`config.mk`:
```
export PLATFORM = sky130hd
export DESIGN_NAME = alu_seq
export DESIGN_NICKNAME = d
export VERILOG_FILES = /design/src/rtl/alu_seq.sv
export SDC_FILE = /design/constraint.sdc
export NUM_CORES = 1
export LEC_CHECK = 0
export ABC_AREA = 1
export ABC_CLOCK_PERIOD_IN_PS = 2400
export BUFFER_PORTS_ARGS = -buffer_cell sky130_fd_sc_hd__buf_2
export CORE_MARGIN = 4
export CORE_UTILIZATION = 55
export CTS_CLUSTER_DIAMETER = 150
export DETAILED_ROUTE_END_ITERATION = 10
export GPL_TIMING_DRIVEN = 0
export HOLD_SLACK_MARGIN = 0.1
export PLACE_DENSITY = 0.73
export SYNTH_ARGS = -nofsm -noshare
export SYNTH_HDL_FRONTEND = slang
export SYNTH_SLANG_ARGS = --single-unit
```
`constraint.sdc`:
```
create_clock -name Clk -period 2.4 [get_ports Clk]
set_clock_uncertainty 0.2 [all_clocks]
set_input_delay 0.12 -clock Clk [delete_from_list [all_inputs] [get_ports Clk]]
set_output_delay 0.12 -clock Clk [all_outputs]
set_load 0.005 [all_outputs]
```
`src/rtl/alu_seq.sv`:
```
// ============================================================================
//  Module      : alu_seq
//  Description : Sequential W-bit ALU with a persistent carry flag, registered
//                results, a valid/ready handshake, and iterative shift-by-N
//                and unsigned W x W multiply.
//  Revision    : 1.0 - initial release
// ============================================================================
`default_nettype none

module alu_seq #(
    parameter int W  = 8,
    parameter int SW = $clog2(W) + 1
) (
    input  logic         Clk,
    input  logic         Reset,
    input  logic         in_valid,
    output logic         in_ready,
    input  logic [3:0]   ALUOp,
    input  logic [W-1:0] inA,
    input  logic [W-1:0] inB,
    output logic         out_valid,
    input  logic         out_ready,
    output logic [W-1:0] rslt,
    output logic [W-1:0] rslt_hi,
    output logic         carry,
    output logic         branchFlag
);

    localparam logic [1:0] c_IDLE = 2'd0;
    localparam logic [1:0] c_BUSY = 2'd1;
    localparam logic [1:0] c_DONE = 2'd2;

    localparam logic [3:0] c_OP_AND  = 4'b0000;
    localparam logic [3:0] c_OP_XOR  = 4'b0001;
    localparam logic [3:0] c_OP_OR   = 4'b0010;
    localparam logic [3:0] c_OP_SHL1 = 4'b0011;
    localparam logic [3:0] c_OP_SHR1 = 4'b0100;
    localparam logic [3:0] c_OP_ADD  = 4'b0101;
    localparam logic [3:0] c_OP_SUB  = 4'b0110;
    localparam logic [3:0] c_OP_LT   = 4'b0111;
    localparam logic [3:0] c_OP_GT   = 4'b1000;
    localparam logic [3:0] c_OP_EQ   = 4'b1001;
    localparam logic [3:0] c_OP_SHLN = 4'b1010;
    localparam logic [3:0] c_OP_SHRN = 4'b1011;
    localparam logic [3:0] c_OP_MUL  = 4'b1100;
    localparam logic [3:0] c_OP_CLC  = 4'b1101;
    localparam logic [3:0] c_OP_SEC  = 4'b1110;

    logic [1:0]    r_state, w_state_nxt;
    logic [3:0]    r_op, w_op_nxt;
    logic [W-1:0]  r_a, w_a_nxt;          // shift working value / multiplicand
    logic [W-1:0]  r_b, w_b_nxt;          // multiplier, becomes product low half
    logic [W-1:0]  r_acc_hi, w_acc_hi_nxt;
    logic [SW-1:0] r_cnt, w_cnt_nxt;
    logic          r_shc, w_shc_nxt;      // intermediate shift carry, kept off the port
    logic [W-1:0]  r_rslt, w_rslt_nxt;
    logic [W-1:0]  r_rslt_hi, w_rslt_hi_nxt;
    logic          r_carry, w_carry_nxt;
    logic          r_branch, w_branch_nxt;

    logic [W:0]    w_sum_add, w_sum_sub, w_mul_sum;
    logic [SW-1:0] w_n;
    logic [W-1:0]  w_sc_rslt;
    logic          w_sc_carry, w_sc_branch, w_go_busy;
    logic [W-1:0]  w_step_a;
    logic          w_step_c;

    assign w_sum_add = {1'b0, inA} + {1'b0, inB}  + {{W{1'b0}}, r_carry};
    assign w_sum_sub = {1'b0, inA} + {1'b0, ~inB} + {{W{1'b0}}, r_carry};
    assign w_n = (inB[SW-1:0] > SW'(W)) ? SW'(W) : inB[SW-1:0];
    assign w_mul_sum = {1'b0, r_acc_hi} + (r_b[0] ? {1'b0, r_a} : {(W+1){1'b0}});

    // Single-cycle result, evaluated against the operands presented at acceptance
    always_comb begin
        w_sc_rslt   = inA;
        w_sc_carry  = r_carry;
        w_sc_branch = 1'b0;
        w_go_busy   = 1'b0;
        case (ALUOp)
            c_OP_AND:  w_sc_rslt = inA & inB;
            c_OP_XOR:  w_sc_rslt = inA ^ inB;
            c_OP_OR:   w_sc_rslt = inA | inB;
            c_OP_SHL1: {w_sc_carry, w_sc_rslt} = {inA, r_carry};
            c_OP_SHR1: {w_sc_rslt, w_sc_carry} = {r_carry, inA};
            c_OP_ADD:  {w_sc_carry, w_sc_rslt} = w_sum_add;
            c_OP_SUB:  {w_sc_carry, w_sc_rslt} = w_sum_sub;
            c_OP_LT: begin
                w_sc_rslt   = '0;
                w_sc_branch = (inA < inB);
            end
            c_OP_GT: begin
                w_sc_rslt   = '0;
                w_sc_branch = (inA > inB);
            end
            c_OP_EQ: begin
                w_sc_rslt   = '0;
                w_sc_branch = (inA == inB);
            end
            c_OP_SHLN, c_OP_SHRN: w_go_busy = (w_n != '0);
            c_OP_MUL:  w_go_busy = 1'b1;
            c_OP_CLC:  w_sc_carry = 1'b0;
            c_OP_SEC:  w_sc_carry = 1'b1;
            default: ;
        endcase
    end

    always_comb begin
        w_step_a = r_a;
        w_step_c = r_shc;
        if (r_op == c_OP_SHRN) begin
            w_step_a = r_a >> 1;
            w_step_c = r_a[0];
        end else begin
            w_step_a = r_a << 1;
            w_step_c = r_a[W-1];
        end
    end

    always_comb begin
        w_state_nxt   = r_state;
        w_op_nxt      = r_op;
        w_a_nxt       = r_a;
        w_b_nxt       = r_b;
        w_acc_hi_nxt  = r_acc_hi;
        w_cnt_nxt     = r_cnt;
        w_shc_nxt     = r_shc;
        w_rslt_nxt    = r_rslt;
        w_rslt_hi_nxt = r_rslt_hi;
        w_carry_nxt   = r_carry;
        w_branch_nxt  = r_branch;
        case (r_state)
            c_IDLE: begin
                if (in_valid) begin
                    w_op_nxt = ALUOp;
                    if (w_go_busy) begin
                        w_state_nxt  = c_BUSY;
                        w_a_nxt      = inA;
                        w_b_nxt      = inB;
                        w_acc_hi_nxt = '0;
                        w_cnt_nxt    = (ALUOp == c_OP_MUL) ? SW'(W) : w_n;
                    end else begin
                        w_state_nxt   = c_DONE;
                        w_rslt_nxt    = w_sc_rslt;
                        w_rslt_hi_nxt = '0;
                        w_carry_nxt   = w_sc_carry;
                        w_branch_nxt  = w_sc_branch;
                    end
                end
            end
            c_BUSY: begin
                w_cnt_nxt = r_cnt - SW'(1);
                if (r_op == c_OP_MUL) begin
                    w_acc_hi_nxt = w_mul_sum[W:1];
                    w_b_nxt      = {w_mul_sum[0], r_b[W-1:1]};
                end else begin
                    w_a_nxt   = w_step_a;
                    w_shc_nxt = w_step_c;
                end
                // Architectural outputs move only on the final step
                if (r_cnt == SW'(1)) begin
                    w_state_nxt  = c_DONE;
                    w_branch_nxt = 1'b0;
                    if (r_op == c_OP_MUL) begin
                        w_rslt_nxt    = {w_mul_sum[0], r_b[W-1:1]};
                        w_rslt_hi_nxt = w_mul_sum[W:1];
                        w_carry_nxt   = |w_mul_sum[W:1];
                    end else begin
                        w_rslt_nxt    = w_step_a;
                        w_rslt_hi_nxt = '0;
                        w_carry_nxt   = w_step_c;
                    end
                end
            end
            c_DONE: begin
                if (out_ready) begin
                    w_state_nxt = c_IDLE;
                end
            end
            default: w_state_nxt = c_IDLE;
        endcase
    end

    always_ff @(posedge Clk) begin
        if (Reset) begin
            r_state   <= c_IDLE;
            r_op      <= '0;
            r_a       <= '0;
            r_b       <= '0;
            r_acc_hi  <= '0;
            r_cnt     <= '0;
            r_shc     <= 1'b0;
            r_rslt    <= '0;
            r_rslt_hi <= '0;
            r_carry   <= 1'b0;
            r_branch  <= 1'b0;
        end else begin
            r_state   <= w_state_nxt;
            r_op      <= w_op_nxt;
            r_a       <= w_a_nxt;
            r_b       <= w_b_nxt;
            r_acc_hi  <= w_acc_hi_nxt;
            r_cnt     <= w_cnt_nxt;
            r_shc     <= w_shc_nxt;
            r_rslt    <= w_rslt_nxt;
            r_rslt_hi <= w_rslt_hi_nxt;
            r_carry   <= w_carry_nxt;
            r_branch  <= w_branch_nxt;
        end
    end

    assign in_ready   = (r_state == c_IDLE);
    assign out_valid  = (r_state == c_DONE);
    assign rslt       = r_rslt;
    assign rslt_hi    = r_rslt_hi;
    assign carry      = r_carry;
    assign branchFlag = r_branch;

endmodule

`default_nettype wire

```
After elaboration in Yosys (flattened, before gate mapping)
Index checks and enable logic that the tools add are counted.
{"block": "word_totals", "input_bits": 24, "regBits": 52}
{"block": "classes", "mux": 48, "n_eq_ne": 28, "n_reduce_logical": 14, "magnitude_cmp": 3, "n_addsub": 6, "bitwise_logic": 4}
{"cell": "8-bit 2-to-1 mux", "count": 19}
{"cell": "8-bit one-hot mux with 2 select lines", "count": 5}
{"cell": "8-bit one-hot mux with 8 select lines", "count": 1}
{"cell": "4-bit equality test (second input constant)", "count": 9}
{"cell": "8-bit by 8-bit adder with 9-bit output", "count": 3}
{"cell": "9-bit by 1-bit adder with 9-bit output", "count": 2}
{"cell": "4-bit by 3-bit equality test with 1-bit output (second input constant)", "count": 4}
{"cell": "4-bit 2-to-1 mux", "count": 4}
{"cell": "4-bit AND reduction", "count": 3}
{"cell": "2-bit inequality test (second input constant)", "count": 5}
{"cell": "8-bit bitwise AND", "count": 1}
{"cell": "4-bit by 1-bit equality test with 1-bit output (second input constant)", "count": 2}
{"cell": "4-bit by 2-bit equality test with 1-bit output (second input constant)", "count": 2}
{"cell": "8-bit equality test", "count": 1}
{"cell": "8-bit > comparator", "count": 1}
{"cell": "8-bit < comparator", "count": 1}
{"cell": "1-bit 2-to-1 mux", "count": 8}
{"cell": "2-bit 2-to-1 mux", "count": 4}
{"cell": "8-bit NOT", "count": 1}
{"cell": "8-bit bitwise OR", "count": 1}
{"cell": "4-bit one-hot mux with 2 select lines", "count": 1}
{"cell": "8-bit OR reduction", "count": 1}
{"cell": "8-bit bitwise XOR", "count": 1}
{"cell": "7-bit by 1-bit inequality test with 1-bit output (second input constant)", "count": 1}
{"cell": "18 further kinds", "count": 22}

Depth between registers and ports, before layout
Gate-level depths: netlist of the first run.
{"block": "logic_depth", "depth_word": 7, "depth_mapped": 16, "ltp_nobuf": 15}

Worst setup path after synthesis of the first run
No wires, ideal clock.
{"block": "synth_timing", "path_kind": "register to register", "startpoint": "reg r_carry (netlist: carry)", "endpoint": "reg r_rslt[4] (netlist: rslt[4])", "path_stages_with_launch": 13, "setup_time_ps": 119, "setup_slack_ps": 225, "period_less_slack_ps": 2175, "t_required_ps": 2081, "t_arrival_ps": 1856, "cell_sequence": "dfxtp_1 inv_1 fa_1 fa_1 inv_1 nand3_1 nand2_1 xor2_1 nor2_1 nor2_1 nand2_1 nand2_1 a21oi_1"}
{"block": "synth_via", "elab_chain_cells": 5, "elab_cells_between_ends": 6, "classes_between": "add/sub (2); mux (4)"}
{"item": "start, declared", "line": "58", "text": "logic r_carry, w_carry_nxt;"}
{"item": "start signal, assigned", "line": "206", "text": "r_carry <= w_carry_nxt;"}
{"item": "9-bit by 1-bit adder with 9-bit output, on equally long branches", "line": "69, 68"}
{"item": "8-bit one-hot mux with 8 select lines *", "line": "79", "text": "case (ALUOp)"}
{"item": "8-bit 2-to-1 mux *", "line": "135", "text": "if (w_go_busy) begin"}
{"item": "8-bit 2-to-1 mux *", "line": "133", "text": "if (in_valid) begin"}
{"item": "8-bit one-hot mux with 2 select lines *", "line": "131", "text": "case (r_state)"}
{"item": "end signal, assigned", "line": "204", "text": "r_rslt <= w_rslt_nxt;"}
{"item": "end, declared", "line": "56", "text": "logic [W-1:0] r_rslt, w_rslt_nxt;"}
Mark *: on every way between the ends. The rest lies on a longest branch, timed or not. The select of a mux whose other input is x is not followed.
A chain may end at the register's enable or synchronous reset.

Final worst setup path of the first run
{"block": "layout_timing", "startpoint": "reg r_carry (netlist: carry)", "endpoint": "reg r_rslt[1] (netlist: rslt[1])"}
Same word-level chain as after synthesis.

==> results.json, run 1 <==
{
  "syn_area_um2": 4530,
  "place_ws_ns": -0.174,
  "setup_viol": 0,
  "hp-start": "inA[5]",
  "hpwlAfterDp_um": 11200,
  "outcome": "finished, final reports clean",
  "r2r-end": "rslt[1]",
  "clk-insertion-delay-late_ns": 0.31,
  "dieArea_um2": 9750,
  "antenna_found_initial": 0,
  "path_common_cell": "nand2_1",
  "post-route-drc-count": 0,
  "required_ns": 2.41,
  "fin_crit_sh": 0.961,
  "max_freq_mhz": 434,
  "hp-class": "primary input to register",
  "wl_per_cell_um": 15.9,
  "cts_made_buffers": 5,
  "drv_slew": 0,
  "r2r_cells": 10,
  "r2r_setup_slack_ns": 0.09,
  "grt_usage": 0.289,
  "max_stage_delay_ns": 0.43,
  "synth_cells": 737,
  "first_iter_violations": 434,
  "critPathCaptureType": "register",
  "fin_crit_ns": 2.31,
  "synth_top_family_by_area": "simple AND/OR/NAND/NOR gates",
  "wl_met1_um": 6430,
  "highest_layer": "met4",
  "synthToLayoutAreaGrowth_pct": 16.5,
  "grt_max_degree": 16,
  "row_count": 32,
  "finalHoldViolations": 0,
  "io_buffers": 42,
  "fillCellCount": 742,
  "ctsHtreeMaxLevel": 2,
  "io_pins": 44,
  "ys_ff_latch": 52,
  "antenna_cells": 0,
  "clkTransAtPathRegs_ns": 0.10,
  "crit_chain": "inv_2 > fa_1 > inv_1 > fa_1 > nand2_1 > o21ai_0 > nor3_1 > nand2_1 > nand2_1 > a21oi_1",
  "cts_tree": "built",
  "crit_fanout": 4,
  "grt-ovfl-total": 0,
  "finalPower_w": 0.00255,
  "ys_warn_count": 0,
  "finish.utilization": 0.672,
  "grt_pass1_wl_um": 22900,
  "core_area_um2": 7850,
  "async_reset_ff_frac": 0,
  "fp.dieW_um": 98.7,
  "dpl_cell_area_um2": 4870,
  "whs_path_depth": 5,
  "synth_area_leader_cell": "dfxtp_1",
  "fin_cells": 913,
  "power_density_nw_per_um2": 483,
  "path_buf_inv": 2,
  "clockBufferDepth": 2,
  "grt_pass1_vias": 4629,
  "synth_fp_nets": 800,
  "muxShareOfSynthArea": 0.00221,
  "wl_met2_um": 6370,
  "synth_area_leaders": "dfxtp_1 (23%), nand2_1 (16%), ha_1 (9.4%)",
  "maxCapViolations": 0,
  "die_h_um": 98.7,
  "routed_via_density": 5.66,
  "rr_startpoint": "carry",
  "wirelength_um": 14500,
  "synth-compound-area-share": 0.193,
  "min_to": "r_a[5]",
  "dpl.cell_count": 881,
  "peakVddDrop_mv": 0.380,
  "worst_pin_slew_ns": 0.707,
  "initial_core_util": 0.577,
  "cts_sinks": 52,
  "num_vias": 5167,
  "ant_nets": 0,
  "ys.flop_type": "dfxtp_1",
  "design_area_um2": 5280,
  "slew_headroom": 0.524,
  "place_congestion": 1.02,
  "drive_above_1_share": 0.144,
  "drt-pass1-iter-count": 5,
  "synth-edff-count": 0,
  "cp_slowest_cell": "fa_1",
  "synth_area_per_cell_um2": 6.14,
  "critical_path.top_delay_family": "adder cells",
  "synthXorXnorAreaFrac": 0.0116,
  "finalNetCount": 873,
  "cp-start-kind": "register",
  "ys_seq_area_frac": 0.230,
  "wl_met3_um": 1510,
  "yosysUniqueCellTypes": 39,
  "power.leakage_nw": 2.69,
  "crit_type": "register to register",
  "cts_root_buf": "clkbuf_8",
  "crit_arrival_ns": 2.32,
  "synthAdderAreaFrac": 0.116,
  "setup_ws_ns": 0.0941,
  "synth_top_area_frac": 0.230,
  "synth-simple-area-share": 0.320
}
==> routing by layer <==
layer  vias to the layer above  track usage
met5                         -            0
met4                         0       0.0546
met3                        17       0.0474
met2                       276        0.447
met1                      2364        0.425
li1                       2510            -
==> Yosys cell counts (8+ instances only) <==
| cell | instances |
|---|---|
| nand3_1 | 42 |
| a21oi_1 | 68 |
| o21ai_1 | 10 |
| o22ai_1 | 10 |
| nand2_1 | 194 |
| nor2_1 | 70 |
| o21ai_0 | 58 |
| inv_2 | 8 |
| dfxtp_1 | 52 |
| ha_1 | 34 |
| inv_1 | 105 |
==> through the flow <==
stage	TNS (ns)	hold WS [ns]
5_1_grt	-0.0297	0.146
6_report	0	0.102
3_3_place_gp	-0.238	0.237
4_1_cts	0	0.100
2_1_floorplan	0	0.0639
3_5_place_dp	-0.386	0.241
==> tightest hold or removal path, cell delays in order <==
cell and delay [ns]:
buf_2 0.15, nand2_1 0.06, o21ai_0 0.07, o21ai_0 0.07, a21oi_1 0.10
==> cell type report <==
cell class | count | area, um^2 | area share
buffer | 21 | 136 | 0.0258
clock buffer | 6 | 72.6 | 0.0138
clock inverter | 2 | 35.0 | 0.00664
inverter | 115 | 437 | 0.0828
multi-input combinational | 548 | 2970 | 0.563
sequential | 52 | 1050 | 0.199
tap | 102 | 128 | 0.0242
timing repair buffer | 67 | 448 | 0.0849
==> cells in the final DEF (no fill, tap or decap), drive strengths merged <==
cell type    count
dlygate4sd3     19
nor3             6
nor2            78
o21ai           69
and2             2
a31oi            1
a22oi            2
bufinv           1
o211ai           3
dfxtp           52
nand4            6
nand3b           1
buf             62
inv            115
xor2             2
fa               5
clkinv           1
a21oi           68
and3             1
o21bai           3
a211oi           7
xnor2            4
mux2i            1
ha              34
clkbuf          13
nand3           44
nand2          201
o22ai           10
==> what timing repair did <==
item                       in CTS  in global routing
pin swaps                       0                  4
gates resized for setup         5                 22
hold endpoints to repair       17                  0
hold buffers                   19                  0
buffers inserted                0                  6
setup endpoints to repair       4                  8
==> logic make-up (layout without fill, tap and decap cells) <==
logic type | after synthesis | in the layout
simple gates | 339 | 339
xor+xnor | 6 | 6
compound gates | 163 | 163
buf+inv | 137 | 211
fa+ha+maj | 39 | 39
flops | 52 | 52
mux | 1 | 1
==> sequential cells by signal, summed over array words and instances (netlist names) <==
| register | count |
|---|---|
| r_acc_hi | 8 |
| rslt_hi | 8 |
| rslt | 8 |
| r_a | 8 |
| carry | 1 |
| branchFlag | 1 |
| r_b | 8 |
| r_op | 4 |
| r_state | 2 |
| r_cnt | 4 |
==> power by group <==
| part | leakage, nW | internal [W] | switching (W) | total, W |
|---|---|---|---|---|
| clock | 0.0552 | 0.000310 | 0.000301 | 0.000611 |
| combinational | 2.21 | 0.000336 | 0.000583 | 0.000918 |
| sequential | 0.428 | 0.000953 | 0.0000639 | 0.00102 |
==> worst max-delay path by stage <==
| stage | startpoint | to | slack (ns) | cells past startpoint |
|---|---|---|---|---|
| 3_5_place_dp | carry | rslt[4] | -0.17 | 12 |
| 3_3_place_gp | carry | rslt[4] | -0.12 | 12 |
| 4_1_cts | carry | rslt[4] | 0.05 | 12 |
| 5_1_grt | ALUOp[3] | r_b[1] | -0.02 | 11 |
| 2_1_floorplan | carry | rslt[4] | 0.22 | 12 |
| 6_report | carry | rslt[1] | 0.09 | 10 |
(Power assumes the default switching activity.)
==> inputs of run 2 (changes only) <==
Settings changed: ABC_CLOCK_PERIOD_IN_PS 2400 to 2000, PLACE_DENSITY 0.73 to 0.76.
Clock period 2.4 ns to 2 ns, I/O delays scaled along.
==> run 2 against run 1 <==
  * The run now ends with negative setup slack left
  * Hold slack improved by 0.0041 ns
  * Setup slack got worse by 0.35 ns
  * Clock power increased by 7.2%
==> results.json, run 2 (same netlist as run 1, synthesis figures left out) <==
{
  "routed_via_density": 5.81,
  "finish.utilization": 0.739,
  "grt-ovfl-total": 0,
  "num_vias": 5447,
  "post-route-drc-count": 0,
  "io_pins": 44,
  "grt_pass1_wl_um": 24100,
  "ctsHtreeMaxLevel": 2,
  "grt_max_degree": 17,
  "die_h_um": 98.7,
  "rr_startpoint": "r_b[0]",
  "synthToLayoutAreaGrowth_pct": 28.1,
  "clk-insertion-delay-late_ns": 0.31,
  "hpwlAfterDp_um": 11000,
  "drv_slew": 0,
  "outcome": "complete, but fails checks",
  "hp-start": "in_valid",
  "fin_crit_ns": 2.25,
  "antenna_cells": 0,
  "layout_common_cells": "nand2_1 (160), inv_1 (86), nor2_1 (67)",
  "crit_fanout": 4,
  "r2r-end": "carry",
  "cts_tree": "built",
  "peakVddDrop_mv": 0.500,
  "finalPower_w": 0.00312,
  "hold_slack_ns": 0.106,
  "ant_nets": 0,
  "hp-class": "primary input to register",
  "switching_share": 0.390,
  "cts_made_buffers": 5,
  "antenna_found_initial": 1,
  "cp-start-kind": "register",
  "place_congestion": 0.987,
  "place_ws_ns": -0.356,
  "wirelength_um": 15600,
  "r2r_cells": 14,
  "fin_crit_sh": 1.13,
  "fp.dieW_um": 98.7,
  "clkPwrFrac": 0.210,
  "setup_ws_ns": -0.254,
  "max_freq_mhz": 444,
  "power.switching_w": 0.00122,
  "violations": "negative setup slack",
  "crit_arrival_ns": 2.26,
  "combPwrFrac": 0.398,
  "startpoint": "r_b[0]",
  "crit_end": "carry",
  "worst_pin_slew_ns": 0.685,
  "p_int_w": 0.00190,
  "row_count": 32,
  "io_buffers": 42,
  "slew_headroom": 0.539,
  "power_density_nw_per_um2": 538,
  "finalHoldViolations": 0,
  "grt_pass1_vias": 5004,
  "wl_per_cell_um": 16.6,
  "p_seq_frac": 0.392,
  "r2r_setup_slack_ns": -0.25,
  "grt_usage": 0.301,
  "critPathCaptureType": "register",
  "clkTransAtPathRegs_ns": 0.10,
  "initial_core_util": 0.577,
  "fillCellCount": 660,
  "drt-pass1-iter-count": 6,
  "cts_sinks": 52,
  "drive_above_1_share": 0.252,
  "required_ns": 2.01,
  "core_area_um2": 7850,
  "first_iter_violations": 541,
  "grt_setup_unrepaired": "true",
  "crit_type": "register to register",
  "power.leakage_nw": 2.85,
  "dieArea_um2": 9750,
  "clockBufferDepth": 2,
  "cts_root_buf": "clkbuf_8",
  "finalNetCount": 898,
  "maxCapViolations": 0,
  "setup_viol": 13,
  "final_common_cell": "nand2_1"
}
## run 2: changes by cell type in the layout (fill, tap and decap cells not counted), moves of 8 or more
cell / change
a21oi_1: -10
inv_1: -17
inv_2: +14
nand2_2: +25
a21oi_2: +10
dlygate4sd3_1: +8
nand2_1: -30
buf_4: +9
## run 2: repair_timing
item	in CTS	in global routing
pin swaps	14	34
hold buffers	27	0
hold endpoints to repair	23	0
gates resized for setup	26	85
setup endpoints to repair	14	37
setup buffers	6	14
cloned	1	1
## run 2: critical path: stages (launching register included)
cell     delay, ns
dfxtp_2       0.37
buf_8         0.12
nand2_4       0.04
inv_2         0.06
ha_4          0.13
inv_2         0.03
fa_2          0.39
inv_2         0.12
nand3_2       0.11
nand3_2       0.10
nand3_1       0.11
nor3_2        0.13
nand2_1       0.08
nand2_1       0.10
a21oi_1       0.07
## run 2: worst min path at each step
stage          cells past startpoint    endpoint  slack, ns
3_5_place_dp                       3     r_op[1]       0.22
5_1_grt                            5  r_state[0]       0.15
4_1_cts                            5  r_state[0]       0.10
3_3_place_gp                       3     r_op[1]       0.22
2_1_floorplan                      2      r_a[3]       0.04
6_report                           5  r_state[0]       0.11
## run 2: power groups by stage
| stage | Sequential, W | Combinational (W) | Clock, W |
|---|---|---|---|
| finish | 0.00122 | 0.00124 | 0.000655 |
| detailed placement | 0.00123 | 0.00102 | 0 |
| global route | 0.00123 | 0.00136 | 0.000699 |
| global placement | 0.00123 | 0.000995 | 0 |
| CTS | 0.00121 | 0.00112 | 0.000652 |
| floorplan | 0.00122 | 0.000715 | 0 |
## run 2: stage by stage
| step | TNS [ns] | cell area, um^2 | std cells |
|---|---|---|---|
| 4_1_cts | -1.20 | 5410 | 923 |
| 6_report | -1.67 | 5800 | 938 |
| 3_3_place_gp | -1.54 | 4890 | 881 |
| 2_1_floorplan | -0.0646 | 4550 | 737 |
| 3_5_place_dp | -1.93 | 4890 | 881 |
| 5_1_grt | -3.04 | 5800 | 938 |
## run 2: cell type report
class	instances	area, um^2	area share
clock buffers	6	82.6	0.0142
plain buffers	22	153	0.0263
clock inverters	2	13.8	0.00237
repair buffers	90	653	0.113
multi-input cells	549	3280	0.566
inverters	115	444	0.0766
flip-flops and latches	52	1040	0.180
well taps	102	128	0.0220
## run 2: per-layer routing
| layer | global-route usage | vias up | share of wire |
|---|---|---|---|
| met4 | 0.0641 | 2 | 0.016 |
| met5 | 0 | - | 0.00090 |
| met2 | 0.466 | 294 | 0.45 |
| met1 | 0.435 | 2551 | 0.44 |
| met3 | 0.0580 | 35 | 0.096 |
| li1 | - | 2565 | - |
==> inputs of run 3 (changes only) <==
Settings changed: HOLD_SLACK_MARGIN 0.1 to 0.12, SLEW_MARGIN from default to 20.
==> run 3 against run 2 <==
  * The flow still finishes with violations (negative setup slack)
  * Fmax grew 0.18%
  * Die area is the same
  * Cell area grew 0.82%
  * Setup slack gained 0.0040 ns
  * Non-clock buffer count grew 4
  * First-iteration DRC count grew 6.5%
  * Critical path depth is the same
  * Largest cell class unchanged
  * Sequential share of layout area shrank 0.10 points
  * Sequential power is essentially flat
  * Via count grew 0.26%
==> results.json, run 3 (same netlist as run 1, synthesis figures left out) <==
{
  "cts_made_buffers": 5,
  "met2_usage": 0.464,
  "antenna_found_initial": 0,
  "layout_common_cells": "nand2_1 (158), inv_1 (86), nor2_1 (66)",
  "peakVddDrop_mv": 0.468,
  "die_h_um": 98.7,
  "crit_chain": "buf_8 > nand2_4 > inv_2 > ha_4 > inv_2 > fa_2 > inv_2 > nand3_2 > nand3_2 > nand3_1 > nor3_2 > nand2_1 > nand2_1 > a21oi_1",
  "fin_crit_sh": 1.12,
  "ant_nets": 0,
  "path_common_cell": "inv_2",
  "core_area_um2": 7850,
  "drv_slew": 0,
  "cts_sinks": 52,
  "grt_util_met3": 0.0566,
  "clk-insertion-delay-late_ns": 0.31,
  "outcome": "complete, but fails checks",
  "io_pins": 44,
  "rr_startpoint": "r_b[0]",
  "max_stage_delay_ns": 0.40,
  "fin_crit_ns": 2.25,
  "finalHoldViolations": 0,
  "fin_cells": 941,
  "first_iter_violations": 576,
  "place_congestion": 0.987,
  "initial_core_util": 0.577,
  "required_ns": 2.01,
  "critPathCaptureType": "register",
  "clockBufferDepth": 2,
  "hp-start": "ALUOp[1]",
  "clkTransAtPathRegs_ns": 0.10,
  "fillCellCount": 637,
  "wl_per_cell_um": 16.6,
  "grt_busiest_layer": "met2",
  "antenna_cells": 0,
  "max_freq_mhz": 444,
  "startpoint": "r_b[0]",
  "cp_slowest_cell": "fa_2",
  "seq_area_um2": 1050,
  "hpwlAfterDp_um": 11000,
  "row_count": 32,
  "io_buffers": 42,
  "cts_tree": "built",
  "grt-ovfl-total": 0,
  "hp-class": "primary input to register",
  "power.leakage_nw": 2.87,
  "wirelength_um": 15600,
  "grt_setup_unrepaired": "true",
  "dieArea_um2": 9750,
  "place_ws_ns": -0.356,
  "setup_viol": 13,
  "grt_usage": 0.301,
  "maxCapViolations": 0,
  "grt_pass1_wl_um": 24100,
  "drive_above_1_share": 0.259,
  "drt-pass1-iter-count": 5,
  "ctsHtreeMaxLevel": 2,
  "synthToLayoutAreaGrowth_pct": 29.2,
  "setup_ws_ns": -0.250,
  "crit_fanout": 4,
  "routed_via_density": 5.80,
  "fp.dieW_um": 98.7,
  "crit_type": "register to register",
  "power_density_nw_per_um2": 536,
  "crit_arrival_ns": 2.26,
  "final_common_cell": "nand2_1",
  "post-route-drc-count": 0,
  "cts_root_buf": "clkbuf_8",
  "grt_max_degree": 17,
  "num_vias": 5461,
  "use_met1": 0.438,
  "worst_pin_slew_ns": 0.698,
  "multiInputGateArea_um2": 3280,
  "slew_headroom": 0.535,
  "cp-start-kind": "register",
  "violations": "negative setup slack",
  "finalNetCount": 901,
  "grt_pass1_vias": 4991,
  "dpl.cell_count": 881
}
## run 3: cell types whose count changed in the layout (fill, tap and decap cells not counted), sizes merged
cell         change
dlygate4sd3      +1
nor2             -1
buf              +3
## run 3: worst max-delay path, delay by kind of cell, from the launching register on
family,cells,cell delay [ns]
compound gates,1,0.07
fa+ha+maj,2,0.53
buf+inv,4,0.33
flops,1,0.37
simple gates,7,0.66
## run 3: layout make-up
| cell class | instances | area share |
|---|---|---|
| flip-flops and latches | 52 | 0.179 |
| plain buffers | 22 | 0.0259 |
| clock buffers | 6 | 0.0141 |
| multi-input cells | 548 | 0.561 |
| inverters | 115 | 0.0760 |
| clock inverters | 2 | 0.00235 |
| well taps | 102 | 0.0218 |
| repair buffers | 94 | 0.119 |
## run 3: worst paths after layout
kind | end | slack [ns] | depth (start not counted)
setup reg to reg | carry | -0.25 | 14
setup / recovery | carry | -0.25 | 14
hold reg to reg | rslt_hi[1] | 0.27 | 2
hold / removal | r_state[0] | 0.12 | 6
## run 3: routing by layer
metal / up-vias / routed length (um)
li1: 2567 / -
met2: 305 / 6960
met1: 2561 / 6810
met3: 28 / 1530
met4: 0 / 301
met5: - / 0
## run 3: metrics by stage
stage	power, W	hold slack, ns	utilization	setup TNS, ns	area, um^2
2_1_floorplan	0.00193	0.0439	-	-0.0646	4550
3_3_place_gp	0.00222	0.217	0.623	-1.54	4890
3_5_place_dp	0.00225	0.217	0.623	-1.93	4890
4_1_cts	0.00298	0.124	0.690	-1.20	5420
5_1_grt	0.00331	0.133	0.745	-2.96	5850
6_report	0.00313	0.120	0.745	-1.75	5850
## run 3: repair_timing
action | in CTS | in global routing
buffers inserted | 6 | 17
hold buffers | 28 | 0
gates cloned | 1 | 0
hold endpoints to repair | 24 | 0
resized for setup | 26 | 93
pin swaps | 14 | 34
setup endpoints to repair | 14 | 38
## run 3: report_power, final
group	internal (W)	total (W)	switching, W
combinational	0.000490	0.00126	0.000767
sequential	0.00114	0.00122	0.0000796
clock	0.000284	0.000652	0.000368
total	0.00192	0.00313	0.00121
